--- src/rtl/vslc_7seg_pkg.sv ---
// Shared seven-segment definitions for the VSLC display link.
// Segment words are {a,b,c,d,e,f,g}, 1 = lit.
package vslc_7seg_pkg;

  localparam int SEG_W = 7;

  localparam logic [SEG_W-1:0] SEG_0 = 7'b1111110;
  localparam logic [SEG_W-1:0] SEG_1 = 7'b0110000;
  localparam logic [SEG_W-1:0] SEG_2 = 7'b1101101;
  localparam logic [SEG_W-1:0] SEG_3 = 7'b1111001;
  localparam logic [SEG_W-1:0] SEG_4 = 7'b0110011;
  localparam logic [SEG_W-1:0] SEG_5 = 7'b1011011;
  localparam logic [SEG_W-1:0] SEG_6 = 7'b1011111;
  localparam logic [SEG_W-1:0] SEG_7 = 7'b1110000;
  localparam logic [SEG_W-1:0] SEG_8 = 7'b1111111;
  localparam logic [SEG_W-1:0] SEG_9 = 7'b1111011;
  localparam logic [SEG_W-1:0] SEG_A = 7'b1110111;
  localparam logic [SEG_W-1:0] SEG_B = 7'b0011111;
  localparam logic [SEG_W-1:0] SEG_C = 7'b1001110;
  localparam logic [SEG_W-1:0] SEG_D = 7'b0111101;
  localparam logic [SEG_W-1:0] SEG_E = 7'b1001111;
  localparam logic [SEG_W-1:0] SEG_F = 7'b1000111;

  function automatic logic [SEG_W-1:0] encode7seg(input logic [3:0] nib);
    case (nib)
      4'h0: return SEG_0;
      4'h1: return SEG_1;
      4'h2: return SEG_2;
      4'h3: return SEG_3;
      4'h4: return SEG_4;
      4'h5: return SEG_5;
      4'h6: return SEG_6;
      4'h7: return SEG_7;
      4'h8: return SEG_8;
      4'h9: return SEG_9;
      4'hA: return SEG_A;
      4'hB: return SEG_B;
      4'hC: return SEG_C;
      4'hD: return SEG_D;
      4'hE: return SEG_E;
      default: return SEG_F;
    endcase
  endfunction

  // Returns {ok, nibble}; ok=0 for any pattern outside the table.
  function automatic logic [4:0] decode7seg(input logic [SEG_W-1:0] seg);
    logic [4:0] res;
    res = '0;
    for (int i = 0; i < 16; i++) begin
      if (encode7seg(4'(i)) == seg) res = {1'b1, 4'(i)};
    end
    return res;
  endfunction

endpackage

--- src/rtl/vslc_7seg_scan_rx_if.sv ---
// Display-line bundle between a seven-segment driver and the scan receiver.
interface vslc_7seg_scan_rx_if;
  import vslc_7seg_pkg::*;

  logic [1:0]       en_in;
  logic [SEG_W-1:0] seg_in;
  logic             dp_in;
  logic [7:0]       value;
  logic [1:0]       valid;
  logic             dp_out;
  logic             upd;
  logic             seg_err;

  modport master (
    output en_in, seg_in, dp_in,
    input  value, valid, dp_out, upd, seg_err
  );

  modport slave (
    input  en_in, seg_in, dp_in,
    output value, valid, dp_out, upd, seg_err
  );
endinterface

--- src/rtl/vslc_7seg_digit_track.sv ---
// Per-digit state: held nibble, valid flag and a saturating staleness counter.
module vslc_7seg_digit_track #(
  parameter int unsigned TIMEOUT_CYCLES = 1024
) (
  input  logic       clk,
  input  logic       rst_n,
  input  logic       cap,
  input  logic       ok,
  input  logic [3:0] nib_in,
  output logic [3:0] nibble,
  output logic       valid
);
  localparam int unsigned TW = $clog2(TIMEOUT_CYCLES + 1);
  localparam logic [TW-1:0] T_MAX = TW'(TIMEOUT_CYCLES);

  logic [3:0]    nibble_reg;
  logic          valid_reg;
  logic [TW-1:0] tcnt_reg;

  always_ff @(posedge clk or negedge rst_n) begin
    if (!rst_n) begin
      nibble_reg <= '0;
      valid_reg  <= 1'b0;
      tcnt_reg   <= '0;
    end else if (cap && ok) begin
      // A good capture wins over a timeout landing on the same cycle.
      nibble_reg <= nib_in;
      valid_reg  <= 1'b1;
      tcnt_reg   <= '0;
    end else begin
      if (tcnt_reg != T_MAX) tcnt_reg <= tcnt_reg + TW'(1);
      if (cap || (tcnt_reg == T_MAX - TW'(1))) valid_reg <= 1'b0;
    end
  end

  assign nibble = nibble_reg;
  assign valid  = valid_reg;
endmodule

--- src/rtl/vslc_7seg_scan_rx.sv ---
// Seven-segment scan receiver: synchronize, deglitch and decode two
// multiplexed digits back into a byte with per-digit validity.
module vslc_7seg_scan_rx
  import vslc_7seg_pkg::*;
#(
  parameter int unsigned STABLE_CYCLES  = 4,
  parameter int unsigned TIMEOUT_CYCLES = 1024
) (
  input logic                clk,
  input logic                rst_n,
  vslc_7seg_scan_rx_if.slave bus
);
  localparam int unsigned WORD_W   = 2 + SEG_W + 1;
  localparam logic [7:0]  STAB_MAX = 8'(STABLE_CYCLES);

  logic [WORD_W-1:0] sync1_reg, sync2_reg, prev_reg;
  logic [7:0]        stab_reg, stab_next;
  logic              sel_ok, fire;
  logic              cap_reg, cap_digit_reg, cap_dp_reg;
  logic [SEG_W-1:0]  cap_seg_reg;
  logic [4:0]        dec;
  logic              upd_reg, seg_err_reg, dp_out_reg;
  logic [3:0]        nib_w [2];
  logic              valid_w [2];

  // Exactly one enable high selects a digit; 00 and 11 are blanking.
  assign sel_ok = ^sync2_reg[WORD_W-1 -: 2];

  always_comb begin
    stab_next = stab_reg;
    if (!sel_ok)                      stab_next = '0;
    else if (sync2_reg != prev_reg)   stab_next = 8'd1;
    else if (stab_reg != STAB_MAX)    stab_next = stab_reg + 8'd1;
  end

  assign fire = sel_ok && (stab_reg != STAB_MAX) && (stab_next == STAB_MAX);
  assign dec  = decode7seg(cap_seg_reg);

  always_ff @(posedge clk or negedge rst_n) begin
    if (!rst_n) begin
      sync1_reg     <= '0;
      sync2_reg     <= '0;
      prev_reg      <= '0;
      stab_reg      <= '0;
      cap_reg       <= 1'b0;
      cap_digit_reg <= 1'b0;
      cap_seg_reg   <= '0;
      cap_dp_reg    <= 1'b0;
      upd_reg       <= 1'b0;
      seg_err_reg   <= 1'b0;
      dp_out_reg    <= 1'b0;
    end else begin
      sync1_reg     <= {bus.en_in, bus.seg_in, bus.dp_in};
      sync2_reg     <= sync1_reg;
      prev_reg      <= sync2_reg;
      stab_reg      <= stab_next;
      // Capture is staged one cycle so decode sits on a registered pattern.
      cap_reg       <= fire;
      cap_digit_reg <= sync2_reg[WORD_W-1];
      cap_seg_reg   <= sync2_reg[SEG_W:1];
      cap_dp_reg    <= sync2_reg[0];
      upd_reg       <= cap_reg && dec[4];
      seg_err_reg   <= cap_reg && !dec[4];
      if (cap_reg && dec[4]) dp_out_reg <= cap_dp_reg;
    end
  end

  generate
    for (genvar gi = 0; gi < 2; gi++) begin : g_digit
      vslc_7seg_digit_track #(
        .TIMEOUT_CYCLES (TIMEOUT_CYCLES)
      ) u_track (
        .clk    (clk),
        .rst_n  (rst_n),
        .cap    (cap_reg && (cap_digit_reg == 1'(gi))),
        .ok     (dec[4]),
        .nib_in (dec[3:0]),
        .nibble (nib_w[gi]),
        .valid  (valid_w[gi])
      );
    end
  endgenerate

  assign bus.value   = {nib_w[1], nib_w[0]};
  assign bus.valid   = {valid_w[1], valid_w[0]};
  assign bus.dp_out  = dp_out_reg;
  assign bus.upd     = upd_reg;
  assign bus.seg_err = seg_err_reg;
endmodule

--- src/flat_wrapper.sv ---
// flat-port wrapper written by rule: the top's interface ports become plain ports
module vslc_7seg_scan_rx_flat import vslc_7seg_pkg::*;
#(
  parameter int unsigned STABLE_CYCLES  = 4,
  parameter int unsigned TIMEOUT_CYCLES = 1024
)
  (clk, rst_n, bus_en_in, bus_seg_in, bus_dp_in, bus_value, bus_valid, bus_dp_out, bus_upd, bus_seg_err);
  vslc_7seg_scan_rx_if bus_i ();
  input logic clk;
  input logic rst_n;
  input wire logic [$bits(bus_i.en_in)-1:0] bus_en_in;
  input wire logic [$bits(bus_i.seg_in)-1:0] bus_seg_in;
  input wire logic [$bits(bus_i.dp_in)-1:0] bus_dp_in;
  output wire logic [$bits(bus_i.value)-1:0] bus_value;
  output wire logic [$bits(bus_i.valid)-1:0] bus_valid;
  output wire logic [$bits(bus_i.dp_out)-1:0] bus_dp_out;
  output wire logic [$bits(bus_i.upd)-1:0] bus_upd;
  output wire logic [$bits(bus_i.seg_err)-1:0] bus_seg_err;
  assign bus_i.en_in = bus_en_in;
  assign bus_i.seg_in = bus_seg_in;
  assign bus_i.dp_in = bus_dp_in;
  assign bus_value = bus_i.value;
  assign bus_valid = bus_i.valid;
  assign bus_dp_out = bus_i.dp_out;
  assign bus_upd = bus_i.upd;
  assign bus_seg_err = bus_i.seg_err;
  vslc_7seg_scan_rx #(.STABLE_CYCLES(STABLE_CYCLES), .TIMEOUT_CYCLES(TIMEOUT_CYCLES)) u_core (.clk(clk), .rst_n(rst_n), .bus(bus_i));
endmodule
--- config.mk ---
export PLATFORM = sky130hd
export DESIGN_NAME = vslc_7seg_scan_rx_flat
export DESIGN_NICKNAME = d
export VERILOG_FILES = /design/src/rtl/vslc_7seg_pkg.sv /design/src/rtl/vslc_7seg_scan_rx_if.sv /design/src/rtl/vslc_7seg_digit_track.sv /design/src/rtl/vslc_7seg_scan_rx.sv /design/src/flat_wrapper.sv
export SDC_FILE = /design/constraint.sdc
export NUM_CORES = 1
export LEC_CHECK = 0
export CORE_ASPECT_RATIO = 1.5
export CORE_UTILIZATION = 58
export DETAILED_ROUTE_END_ITERATION = 8
export PLACE_DENSITY = 0.88
export SYNTH_ARGS = -nofsm -noshare
export SYNTH_HDL_FRONTEND = slang
export SYNTH_SLANG_ARGS = --single-unit
--- constraint.sdc ---
create_clock -name clk -period 2.85 [get_ports clk]
set_input_delay 0.57 -clock clk [delete_from_list [all_inputs] [get_ports clk]]
set_output_delay 0.57 -clock clk [all_outputs]
set_load 0.01 [all_outputs]
== After elaboration in Yosys (flattened, before gate mapping) ==
Cells that the tools add are included.

* Bits in registers: 83
* Latch bits: 0
* RAM bits: 0
* Bits in read-only memories: 0
* Bits of input ports: 12
* Output and inout port bits: 13
* Word-level logic and storage cells: 87
* Memories kept: 0

* Add/subtract/negate cells: 3
* Multiply operators: 0
* Divide/modulo/power cells: 0
* Magnitude comparators: 0
* Equal/unequal tests: 23
* Shift-type cells: 0
* Mux-type cells: 27
* Bitwise operators: 1
* Reduce and logical (&&, ||, !) cells: 16

{| class="wikitable"
|+ Operators by type and width
! kind !! count
|-
| $eq A7 B7 Y1 const A || 12
|-
| $mux W5 || 16
|-
| $mux W11 || 4
|-
| $mux W8 || 3
|-
| $add A11 B1 Y11 const B || 2
|-
| $eq A11 B10 Y1 const B || 2
|-
| $ne A11 B11 Y1 const B || 2
|-
| $eq A6 B7 Y1 const A || 3
|-
| $ne A10 B10 Y1 || 1
|-
| $add A8 B1 Y8 const B || 1
|-
| $eq A8 B3 Y1 const B || 1
|-
| $logic_and A1 B1 Y1 || 8
|-
| $ne A8 B3 Y1 const B || 1
|-
| $reduce_bool A2 Y1 || 4
|-
| $eq A5 B7 Y1 const A || 1
|-
| $mux W1 || 4
|-
| $logic_or A1 B1 Y1 || 2
|-
| $reduce_xor A2 Y1 || 1
|-
| $logic_not A1 Y1 || 1
|-
| $not A1 Y1 || 1
|}

== Longest topological paths before layout ==
* Depth after elaboration: 19
* Depth in mapped cells: 8
* Depth with buffers taken out: 7

== Cells and area by module ==
Synthesis repeated with hierarchy kept, for this count alone.

* Cell total of the unflattened synthesis: 326
* Area total of the unflattened synthesis: 3,408.3 µm²

{| class="wikitable"
|+ Modules (own cells, without submodules)
! module !! times used !! cells an instance !! area each (µm²) !! seq. area each (µm²)
|-
| vslc_7seg_scan_rx || 1 || 164 || 1,831.8 || 1,051.0
|-
| vslc_7seg_digit_track || 2 || 81 || 788.3 || 400.4
|}

== Least setup slack after synthesis ==
Ideal clock, no wire load.

* Kind: register -> register
* From: register, netlist name u_core.prev_reg[7]
* To: register u_core.g_digit[1].u_track.nibble_reg[1]
* Library setup time: 0.125 ns
* Arrival: 1.839 ns
* Data required time: 2.725 ns
* Path slack: 0.887 ns
* Cell stages (with the launch flop): 7
* Path buffers: 1
* Period minus slack after synthesis: 1.963 ns
* Cells stage by stage: dfrtp_1 buf_2 or3b_1 a211oi_2 a31oi_4 a31oi_4 mux2_2

{| class="wikitable"
|+ RTL lines
! item !! line !! source
|-
| end signal, assigned || vslc_7seg_digit_track.sv:27 || <nowiki>nibble_reg <= nib_in;</nowiki>
|-
| end, declared || vslc_7seg_digit_track.sv:16 || <nowiki>logic [3:0] nibble_reg;</nowiki>
|}

==> metrics.txt <==
# Max-Cap Violations=0; commonest register cell after synthesis=dfrtp_1; Required @ worst endpoint=slightly above 3 ns; Nets=347; DR DRC count=0; total negative slack=0 ns; WHS=0.3167 ns; worst min-delay path class=in2async; diodes inserted=0; synthesized cell area=3420 µm²; sequential share of the synthesized area=54.15%; Post-DP HPWL=4.199 mm; Clock Tree Buf Depth=2; initial antenna violation count=0; Clock Latency Late Sink=0.34 ns; LEAKAGE=1.622 nW; fillcell total=420; Die W=64.70 µm; critical path class=reg2reg; maximum VDD drop=0.5103 mV; Post-synth EDFFs=0; setup ws final=around 0.44 ns; Place WS=0.4469 ns; first-pass GRT wire length=10.17 mm; Slew HR=47.02%; multi-input logic area=1428 µm²; Hold Vio Cnt, Final=0; H-tree levels=3; reg2reg end=u_core.g_digit[0].u_track.nibble[1]; commonest cells after routing, fill and taps aside=74 x dfrtp_1, 38 x nor2_1, 23 x xnor2_1, 23 x clkdlybuf4s50_1, 17 x nand3_1; CP Max Fanout=15; pin count of the biggest net entering global routing=41; top post-synthesis cells by area=dfrtp_1 54%, xnor2_1 5.9%, nor2_1 4.2%; post-route clock period utilization=84.47%; DR iter-0 viols=83; post-synth top area share=54.15%; CORE AREA=5574 µm²; CP Buf/Inv Count=0; CP max stage delay=between 0.5 and 0.6 ns; I/O Buffers=24; share of cells above drive strength 1=a little under an eighth; 1st-pass router iterations=4; Final Max Tran Viols=0; wire per inst=14.75 µm; number of flip-flops in the largest register=22; clk_skew=0.009470 ns; cell taking the most area after synthesis=dfrtp_1; Worst Max-Slew Pin Slew=0.7946 ns; final WL=5.957 mm; Routed Antenna Nets=0; Post-CTS Setup Repair Bufs=0; vias per inst=5.656; vias in the first global route=around 2300; GRT Util Overall=22.13%; Fmax=415.4 MHz; CTS Buf Count=9; global placer's final weighted congestion=0.9138; R2R cell count=5; CTS tree=done; CTS root buf=clkbuf_8; cell chain of the critical path=nor2b_4 -> nor4b_2 -> o311ai_4 -> a31oi_4 -> mux2_2; GRT Residual Overflow=0; I/O pin cnt=25; Synth Warn #=0; register area=1852 µm²; CTS Sinks=74; post-synthesis async set-or-reset flop share=100.0%; Worst Path Arrival=2.64 ns; Core Util, Final=approximately 70%; commonest non-fill, non-tap cell in the layout=dfrtp_1; Post-Syn Area per Cell=approximately 11 µm²; Rows=33; initial core utilization=about three fifths; Cell variety after synth=49; Final Setup Violations=0; Startpoint Class=register; clk slew on worst S/H paths=0.08 ns; status=finished, final reports clean; number of synthesized register bits=74; Worst R2R Start=u_core.prev_reg[6]; area grow syn2layout=13.90%; Setup crit end kind=register; Post-Synthesis Cells=between 300 and 400; Syn Nets=322; die area=between 6000 and 7000 µm²; family with the most delay on the worst path=compound AO/OA/AOI/OAI gates; die height=96.04 µm; PD cells=514.1 nW/µm²; Final min period=2.408 ns; post-CTS sizing=0; Worst R2R Setup Slack=0.44 ns; slowest stage cell, crit path=dfrtp_1; routed vias=2285; # hold bufs at CTS=0; Pwr Total=0.002002 W; RSZ-0062 raised after global routing=no
[worst max path at each step]
stage | from | depth (start not counted) | to
floorplan | u_core.prev_reg[7] | 6 | u_core.g_digit[1].u_track.nibble[1]
global placement | u_core.prev_reg[4] | 5 | u_core.g_digit[0].u_track.nibble[1]
detailed placement | u_core.prev_reg[6] | 5 | u_core.g_digit[0].u_track.nibble[1]
CTS | u_core.prev_reg[6] | 5 | u_core.g_digit[0].u_track.nibble[0]
global route | u_core.prev_reg[6] | 5 | u_core.g_digit[0].u_track.nibble[0]
finish | u_core.prev_reg[6] | 5 | u_core.g_digit[0].u_track.nibble[1]
[synthesized netlist by cell type (2+ instances only)]
cell type  number
buf_2           4
nand2_1        15
nor4_1          4
ha_1            6
o211ai_1        4
nor2_1         38
dfrtp_1        74
and3_1          3
nand3_1        17
o21ai_0         2
nand4b_1        2
mux2_2          5
nand3b_1        2
nand4_1         7
xnor2_1        23
a21oi_1        11
mux2_1          2
inv_1          13
xor2_1         16
a31oi_4         3
clkbuf_1        2
nor3_2          2
o22ai_1         3
buf_4           7
or3b_1          2
nor3_1          6
nor4b_1         2
nand2b_1        7
nor2b_1         2
[worst register-to-register path, delay by kind of cell (launching register included)]
family	cells	cell delay [ns]
AOI/OAI and AO/OA	2	0.69
and+or+nand+nor	2	0.66
DFF	1	0.56
muxes	1	0.39
[per-layer routing]
layer / part of all wire, % / up-vias / track usage, %
met5: 0 / - / 0
met4: 3.0 / 0 / 11.85
met3: 2.4 / 16 / 4.384
met2: 53 / 45 / 38.60
met1: 42 / 1134 / 25.52
li1: - / 1090 / -
[stage by stage]
stage | cell area, µm² | cells
floorplan | 3420 | 304
global placement | 3694 | 388
detailed placement | 3694 | 388
CTS | 3895 | 404
global route | 3895 | 404
finish | 3895 | 404
[power by group]
group	internal, W	total [W]	switching [W]
sequential	0.00107	0.00110	0.0000278
combinational	0.0000464	0.000101	0.0000542
clock	0.000410	0.000802	0.000392
[cells by family after synthesis]
kind of cell / share of synthesized area (%)
buffers and inverters: 4.098
xor gates and xnor gates: 9.989
muxes: 2.305
AOI/OAI and AO/OA: 8.343
and+or+nand+nor: 18.92
DFF: 54.15
adders and majority gates: 2.195
[area by class of cell]
type | count | share of cell area [%]
Clock buffer | 9 | 3.180
Clock inverter | 7 | 1.992
Inverter | 13 | 1.253
Multi-Input combinational cell | 203 | 36.65
Sequential cell | 74 | 47.54
Tap cell | 70 | 2.249
Timing Repair Buffer | 28 | 7.131
No activity file was read; power rests on OpenSTA's default activity.
